===== src/rtl/vram_arbiter_pkg.sv =====
// Shared video definitions: visible-region limits and the read-owner tag encoding.
package vram_arbiter_pkg;

  localparam int H_ACTIVE = 800;
  localparam int V_ACTIVE = 600;

  typedef enum logic [1:0] {
    TAG_NONE = 2'd0,
    TAG_DISP = 2'd1,
    TAG_GAME = 2'd2
  } owner_tag_e;

  function automatic logic in_active(input logic [10:0] h, input logic [10:0] v);
    return (h < 11'(H_ACTIVE)) && (v < 11'(V_ACTIVE));
  endfunction

endpackage


===== src/rtl/vram_arbiter_if.sv =====
// Request/grant/return bundle for both VRAM clients plus the single VRAM port.
interface vram_arbiter_if #(
  parameter int AW = 16,
  parameter int DW = 8
);

  logic          disp_req;
  logic [AW-1:0] disp_addr;
  logic          disp_gnt;
  logic          disp_valid;
  logic [DW-1:0] disp_data;

  logic          game_req;
  logic          game_we;
  logic [AW-1:0] game_addr;
  logic [DW-1:0] game_wdata;
  logic          game_gnt;
  logic          game_valid;
  logic [DW-1:0] game_rdata;

  logic          mem_en;
  logic          mem_we;
  logic [AW-1:0] mem_addr;
  logic [DW-1:0] mem_wdata;
  logic [DW-1:0] mem_rdata;

  // Arbiter side.
  modport slave (
    input  disp_req, disp_addr, game_req, game_we, game_addr, game_wdata, mem_rdata,
    output disp_gnt, disp_valid, disp_data, game_gnt, game_valid, game_rdata,
           mem_en, mem_we, mem_addr, mem_wdata
  );

  // Client and memory side.
  modport master (
    output disp_req, disp_addr, game_req, game_we, game_addr, game_wdata, mem_rdata,
    input  disp_gnt, disp_valid, disp_data, game_gnt, game_valid, game_rdata,
           mem_en, mem_we, mem_addr, mem_wdata
  );

endinterface


===== src/rtl/vram_starve_cnt.sv =====
// Counts cycles a game request waits unserved; raises force_o once LIMIT waits have accrued.
module vram_starve_cnt #(
  parameter int LIMIT = 64
) (
  input  logic clk25m,
  input  logic rst_n,
  input  logic req_i,
  input  logic gnt_i,
  output logic force_o
);

  localparam int CW = $clog2(LIMIT + 1);

  logic [CW-1:0] cnt_q, cnt_d;

  always_comb begin
    // NOTE: default assignment first so every path drives cnt_d; no latch is inferred.
    cnt_d = cnt_q;
    if (gnt_i) begin
      cnt_d = '0;
    end else if (req_i && (cnt_q != CW'(LIMIT))) begin
      cnt_d = cnt_q + CW'(1);
    end
  end

  always_ff @(posedge clk25m or negedge rst_n) begin
    if (!rst_n) begin
      cnt_q <= '0;
    end else begin
      // NOTE: non-blocking so every flop samples pre-edge values regardless of block order.
      cnt_q <= cnt_d;
    end
  end

  assign force_o = (cnt_q == CW'(LIMIT));

endmodule


===== src/rtl/vram_arbiter.sv =====
// VRAM arbiter: shares one synchronous VRAM port between display fetch and game logic.
// Optional game starvation guard is built when VRAM_STARVE_GUARD_EN is defined.
module vram_arbiter
  import vram_arbiter_pkg::*;
#(
  parameter int AW           = 16,
  parameter int DW           = 8,
  parameter int STARVE_LIMIT = 64
) (
  input  logic          clk25m,
  input  logic          rst_n,
  input  logic [10:0]   hcnt,
  input  logic [10:0]   vcnt,
  vram_arbiter_if.slave bus,
  output logic          active,
  output logic          frame_start
);

  if (STARVE_LIMIT < 1) begin : g_bad_starve_limit
    $error("vram_arbiter: STARVE_LIMIT must be at least 1");
  end

  logic          active_q, frame_start_q;
  logic          mem_en_q, mem_we_q;
  logic [AW-1:0] mem_addr_q;
  logic [DW-1:0] mem_wdata_q;
  logic [DW-1:0] disp_data_q, game_rdata_q;
  owner_tag_e    tag0_q, tag1_q, tag_d;
  logic          disp_gnt, game_gnt, game_prio, starve_force;
  logic          disp_valid, game_valid;

`ifdef VRAM_STARVE_GUARD_EN
  vram_starve_cnt #(.LIMIT(STARVE_LIMIT)) u_starve_cnt (
    .clk25m  (clk25m),
    .rst_n   (rst_n),
    .req_i   (bus.game_req),
    .gnt_i   (game_gnt),
    .force_o (starve_force)
  );
`else
  assign starve_force = 1'b0;
`endif

  // Grants are gated by rst_n so they drop the instant reset asserts, like the flops.
  always_comb begin
    game_prio = !active_q || starve_force;
    disp_gnt  = 1'b0;
    game_gnt  = 1'b0;
    if (rst_n) begin
      if (bus.disp_req && (!bus.game_req || !game_prio)) begin
        disp_gnt = 1'b1;
      end else if (bus.game_req) begin
        game_gnt = 1'b1;
      end
    end
  end

  always_comb begin
    tag_d = TAG_NONE;
    if (disp_gnt) begin
      tag_d = TAG_DISP;
    end else if (game_gnt && !bus.game_we) begin
      tag_d = TAG_GAME;
    end
  end

  always_ff @(posedge clk25m or negedge rst_n) begin
    if (!rst_n) begin
      active_q      <= 1'b0;
      frame_start_q <= 1'b0;
      mem_en_q      <= 1'b0;
      mem_we_q      <= 1'b0;
      mem_addr_q    <= '0;
      mem_wdata_q   <= '0;
      tag0_q        <= TAG_NONE;
      tag1_q        <= TAG_NONE;
      disp_data_q   <= '0;
      game_rdata_q  <= '0;
    end else begin
      active_q      <= in_active(hcnt, vcnt);
      frame_start_q <= (hcnt == '0) && (vcnt == '0);
      mem_en_q      <= disp_gnt || game_gnt;
      mem_we_q      <= game_gnt && bus.game_we;
      if (disp_gnt) begin
        mem_addr_q <= bus.disp_addr;
      end else if (game_gnt) begin
        mem_addr_q  <= bus.game_addr;
        mem_wdata_q <= bus.game_wdata;
      end
      // Tag stage 1 lines up with the cycle the VRAM presents read data.
      tag0_q <= tag_d;
      tag1_q <= tag0_q;
      if (disp_valid) disp_data_q  <= bus.mem_rdata;
      if (game_valid) game_rdata_q <= bus.mem_rdata;
    end
  end

  assign disp_valid = (tag1_q == TAG_DISP);
  assign game_valid = (tag1_q == TAG_GAME);

  assign bus.disp_gnt   = disp_gnt;
  assign bus.game_gnt   = game_gnt;
  assign bus.disp_valid = disp_valid;
  assign bus.game_valid = game_valid;
  assign bus.disp_data  = disp_valid ? bus.mem_rdata : disp_data_q;
  assign bus.game_rdata = game_valid ? bus.mem_rdata : game_rdata_q;
  assign bus.mem_en     = mem_en_q;
  assign bus.mem_we     = mem_we_q;
  assign bus.mem_addr   = mem_addr_q;
  assign bus.mem_wdata  = mem_wdata_q;
  assign active         = active_q;
  assign frame_start    = frame_start_q;

endmodule


===== src/flat_wrapper.sv =====
// flat-port wrapper written by rule: the top's interface ports become plain ports
module vram_arbiter_flat import vram_arbiter_pkg::*;
#(
  parameter int AW           = 16,
  parameter int DW           = 8,
  parameter int STARVE_LIMIT = 64
)
  (clk25m, rst_n, hcnt, vcnt, active, frame_start, bus_disp_req, bus_disp_addr, bus_game_req, bus_game_we, bus_game_addr, bus_game_wdata, bus_mem_rdata, bus_disp_gnt, bus_disp_valid, bus_disp_data, bus_game_gnt, bus_game_valid, bus_game_rdata, bus_mem_en, bus_mem_we, bus_mem_addr, bus_mem_wdata);
  vram_arbiter_if #(.AW(AW), .DW(DW)) bus_i ();
  input  logic clk25m;
  input  logic rst_n;
  input  logic [10:0] hcnt;
  input  logic [10:0] vcnt;
  output logic active;
  output logic frame_start;
  input wire logic [$bits(bus_i.disp_req)-1:0] bus_disp_req;
  input wire logic [$bits(bus_i.disp_addr)-1:0] bus_disp_addr;
  input wire logic [$bits(bus_i.game_req)-1:0] bus_game_req;
  input wire logic [$bits(bus_i.game_we)-1:0] bus_game_we;
  input wire logic [$bits(bus_i.game_addr)-1:0] bus_game_addr;
  input wire logic [$bits(bus_i.game_wdata)-1:0] bus_game_wdata;
  input wire logic [$bits(bus_i.mem_rdata)-1:0] bus_mem_rdata;
  output wire logic [$bits(bus_i.disp_gnt)-1:0] bus_disp_gnt;
  output wire logic [$bits(bus_i.disp_valid)-1:0] bus_disp_valid;
  output wire logic [$bits(bus_i.disp_data)-1:0] bus_disp_data;
  output wire logic [$bits(bus_i.game_gnt)-1:0] bus_game_gnt;
  output wire logic [$bits(bus_i.game_valid)-1:0] bus_game_valid;
  output wire logic [$bits(bus_i.game_rdata)-1:0] bus_game_rdata;
  output wire logic [$bits(bus_i.mem_en)-1:0] bus_mem_en;
  output wire logic [$bits(bus_i.mem_we)-1:0] bus_mem_we;
  output wire logic [$bits(bus_i.mem_addr)-1:0] bus_mem_addr;
  output wire logic [$bits(bus_i.mem_wdata)-1:0] bus_mem_wdata;
  assign bus_i.disp_req = bus_disp_req;
  assign bus_i.disp_addr = bus_disp_addr;
  assign bus_i.game_req = bus_game_req;
  assign bus_i.game_we = bus_game_we;
  assign bus_i.game_addr = bus_game_addr;
  assign bus_i.game_wdata = bus_game_wdata;
  assign bus_i.mem_rdata = bus_mem_rdata;
  assign bus_disp_gnt = bus_i.disp_gnt;
  assign bus_disp_valid = bus_i.disp_valid;
  assign bus_disp_data = bus_i.disp_data;
  assign bus_game_gnt = bus_i.game_gnt;
  assign bus_game_valid = bus_i.game_valid;
  assign bus_game_rdata = bus_i.game_rdata;
  assign bus_mem_en = bus_i.mem_en;
  assign bus_mem_we = bus_i.mem_we;
  assign bus_mem_addr = bus_i.mem_addr;
  assign bus_mem_wdata = bus_i.mem_wdata;
  vram_arbiter #(.AW(AW), .DW(DW), .STARVE_LIMIT(STARVE_LIMIT)) u_core (.clk25m(clk25m), .rst_n(rst_n), .hcnt(hcnt), .vcnt(vcnt), .bus(bus_i), .active(active), .frame_start(frame_start));
endmodule

===== config.mk =====
export PLATFORM = sky130hd
export DESIGN_NAME = vram_arbiter_flat
export DESIGN_NICKNAME = d
export VERILOG_FILES = /design/src/rtl/vram_arbiter_pkg.sv /design/src/rtl/vram_arbiter_if.sv /design/src/rtl/vram_starve_cnt.sv /design/src/rtl/vram_arbiter.sv /design/src/flat_wrapper.sv
export SDC_FILE = /design/constraint.sdc
export NUM_CORES = 1
export LEC_CHECK = 0
export ABC_AREA = 1
export CAP_MARGIN = 5
export CELL_PAD_IN_SITES_DETAIL_PLACEMENT = 0
export CELL_PAD_IN_SITES_GLOBAL_PLACEMENT = 1
export CORE_MARGIN = 1
export CORE_UTILIZATION = 29
export CTS_CLUSTER_SIZE = 10
export DETAILED_ROUTE_END_ITERATION = 8
export PLACE_DENSITY_LB_ADDON = 0.1
export SLEW_MARGIN = 10
export SYNTH_ARGS = -nofsm -noshare
export SYNTH_HDL_FRONTEND = slang
export SYNTH_SLANG_ARGS = --single-unit

===== constraint.sdc =====
create_clock -name clk25m -period 1.8 [get_ports clk25m]
set_input_delay 0.36 -clock clk25m [delete_from_list [all_inputs] [get_ports clk25m]]
set_output_delay 0.36 -clock clk25m [all_outputs]
set_load 0.005 [all_outputs]

==> flow_summary.ini <==
[status]
status = finished with violations
violations = negative setup slack

[grt]
grt_pass1_wl_mm = 10.7
grt_max_degree = 36
track_usage_pct = 15.7
first_global_vias = 2301
antenna_found_initial = 0
grt-ovfl-total = 0

[detailed_routing]
postRouteWirelength_mm = 6.37
first_pass_iters = 4
viasPerCell = 4.22
drc = 0
first_iter_violations = 37
post_drt_wl_per_cell_um = 11.2
num_vias = 2410
ant_nets = 0

[critical_path]
end_kind = primary output
arrival_ns = 1.48
cp_max_fo = 5
worst-setup-path-type = reg -> out
startpoint_type = flip-flop
critical_path_required_ns = 1.44

[placement]
numPortBuffers = 122
dpl_cell_area_sq_um = 3790
finalWeightedCongestion = 0.795
place_inst = 552
dpl.hpwl_mm = 4.65
pre_cts_ws_ns = -0.304

[synthesis]
synth_warnings = 0
ys_top_cells_by_area = dfrtp_1, nand2_1, inv_1, nand4_1, nand3_1
ys_types = 19
ys_ff_latch = 48
synth_edf_count = 0
yosysTopAreaCell = dfrtp_1
async_flop_share_pct = 100
syn_nets = 395
yosys-top-cells-count = nand2_1, inv_1, dfrtp_1
synth.avg_cell_area_sq_um = 7.46
ys.flop_type = dfrtp_1
ys_seq_area_share_pct = 50.3
synth_cells = 320
yosysMostFrequentCell = nand2_1
synthesis.area_sq_um = 2390
netlist.area_leader.share_pct = 50.3

[timing]
min_period_ns = 1.84
worst_slack_ns = -0.0426
period_share_pct = 102
hold-worst-slack_ns = 0.210
skew_ns = 0.00635
setup_violations = 4
max_clock_freq_ghz = 0.543
hold_viol = 0
slew_headroom_pct = 70.3
worst_slew_pin_slew_ns = 0.446
rsz0062_at_grt = true
finalMaxSlewViolations = 0

[clock_tree]
clockBufferDepth = 2
clk_latency_ns = 0.30
cts_root_buf = clkbuf_8
cts.clk_slew.worst_paths_ns = 0.09
cts_sinks = 48
tritoncts = yes
numCtsBuffers = 5
htree_num_levels = 2

[finish]
antenna_cells = 0
nets = 543
regArea_sq_um = 1200
area_growth_pct = 71.6
stdcell_count = 571
fillers = 774
fin_area_sq_um = 4100
layout-drive-gt1-share_pct = 16.4
multi_input_area_sq_um = 918

[pwr]
p_leak_nw = 2.22
peakVddDrop_uv = 401
finalPower_mw = 3.14
power.density_nw_per_um2 = 765

[die]
die_h_um = 92.7
io_pins = 123
core_sq_um = 7850
fp.dieArea_sq_um = 8600
die_x_um = 92.7
rows = 32
start_util_pct = 30.4

[worst_hold_path]
worst_hold_path_type = in -> async

[flow_run]
maxCapViolations = 0
-- per-layer routing --
| layer | vias up | part of all wire (%) | global-route usage [%] |
|---|---|---|---|
| met4 | 0 | 0.60 | 3.46 |
| li1 | 1246 | - | - |
| met3 | 2 | 7.1 | 4.19 |
| met5 | - | 0 | 0 |
| met1 | 1091 | 46 | 20.7 |
| met2 | 71 | 46 | 25.9 |
-- timing repair --
action                                  in CTS  in global routing
hold buffers                                 1                  0
hold endpoints to repair                     1                  0
buffers inserted                             2                  7
pin swaps                                    2                  0
endpoints found under the setup margin      20                 15
resized for setup                           70                 14
cloned                                       0                  1
-- final cells by class --
type | count | area share [%]
Tap cell | 102 | 3.11
Clock inverter | 2 | 0.947
Timing Repair Buffer | 155 | 35.9
Clock buffer | 6 | 2.02
Sequential cell | 48 | 29.3
Inverter | 68 | 6.29
Multi-Input combinational cell | 190 | 22.4
-- power by group --
part | switching [mW] | leakage, nW | internal [mW]
sequential | 0.0744 | 0.585 | 1.24
clock | 0.372 | 0.0614 | 0.455
combinational | 0.398 | 1.57 | 0.594
-- registers in the layout, summed over array words and instances (netlist names) --
name / flops
u_core.bus.mem_addr: 16
u_core.bus.mem_wdata: 8
u_core.disp_data_q: 8
u_core.game_rdata_q: 8
u_core.tag0_q: 2
u_core.tag1_q: 2
u_core.active: 1
u_core.bus.mem_en: 1
u_core.bus.mem_we: 1
u_core.frame_start: 1
-- kinds of logic after synthesis --
| group | after synthesis | synth area share, % |
|---|---|---|
| AND/OR/NAND/NOR | 173 | 30.9 |
| buffers and inverters | 82 | 15.2 |
| AO/OA/AOI/OAI | 17 | 3.56 |
| flip-flops | 48 | 50.3 |
-- per-stage QoR --
step | utilization (%) | TNS [ns]
global placement | 48.3 | -2.94
finish | 52.2 | -0.119
detailed placement | 48.3 | -3.03
floorplan | - | 0
CTS | 50.8 | -0.229
global route | 52.2 | -0.678
-- worst paths after layout --
path	slack, ns	cells past startpoint	from	to
setup / recovery	-0.04	5	u_core.tag1_q[0]	bus_game_rdata[4]
setup reg to reg	0.30	8	u_core.tag1_q[0]	u_core.game_rdata_q[4]
hold / removal	0.21	2	rst_n	u_core.bus.mem_addr[14]
max in group asynchronous	0.86	3	rst_n	u_core.bus.mem_addr[5]
hold reg to reg	0.35	0	u_core.tag0_q[0]	u_core.tag1_q[0]
min in group clk25m	0.35	0	u_core.tag0_q[0]	u_core.tag1_q[0]
-- placed cells by master (no fill, tap or decap) --
| master | synthesis | final |
|---|---|---|
| a21oi_1 | 1 | 1 |
| buf_12 | 0 | 1 |
| buf_2 | 6 | 7 |
| buf_4 | 2 | 25 |
| buf_6 | 5 | 4 |
| buf_8 | 0 | 1 |
| bufinv_16 | 0 | 1 |
| clkbuf_16 | 0 | 1 |
| clkbuf_2 | 0 | 1 |
| clkbuf_8 | 0 | 6 |
| clkdlybuf4s15_1 | 0 | 2 |
| clkdlybuf4s50_1 | 0 | 99 |
| clkinv_4 | 0 | 1 |
| dfrtp_1 | 48 | 48 |
| dlygate4sd2_1 | 0 | 12 |
| dlygate4sd3_1 | 0 | 1 |
| dlymetal6s2s_1 | 0 | 1 |
| inv_1 | 66 | 65 |
| inv_2 | 1 | 2 |
| inv_4 | 1 | 1 |
| nand2_1 | 120 | 112 |
| nand2_2 | 1 | 8 |
| nand2_4 | 1 | 2 |
| nand3_1 | 16 | 16 |
| nand3_4 | 1 | 1 |
| nand4_1 | 17 | 17 |
| nor2_1 | 16 | 16 |
| o21ai_1 | 8 | 2 |
| o21ai_2 | 0 | 12 |
| o21ai_4 | 0 | 2 |
| or2_4 | 0 | 1 |
-- worst max-delay path, stage by stage (launching register included) --
cell	delay, ns
dfrtp_1	0.39
or2_4	0.26
buf_6	0.13
buf_12	0.13
o21ai_4	0.14
buf_2	0.13
Note: power is estimated with default switching activity, not from simulation.
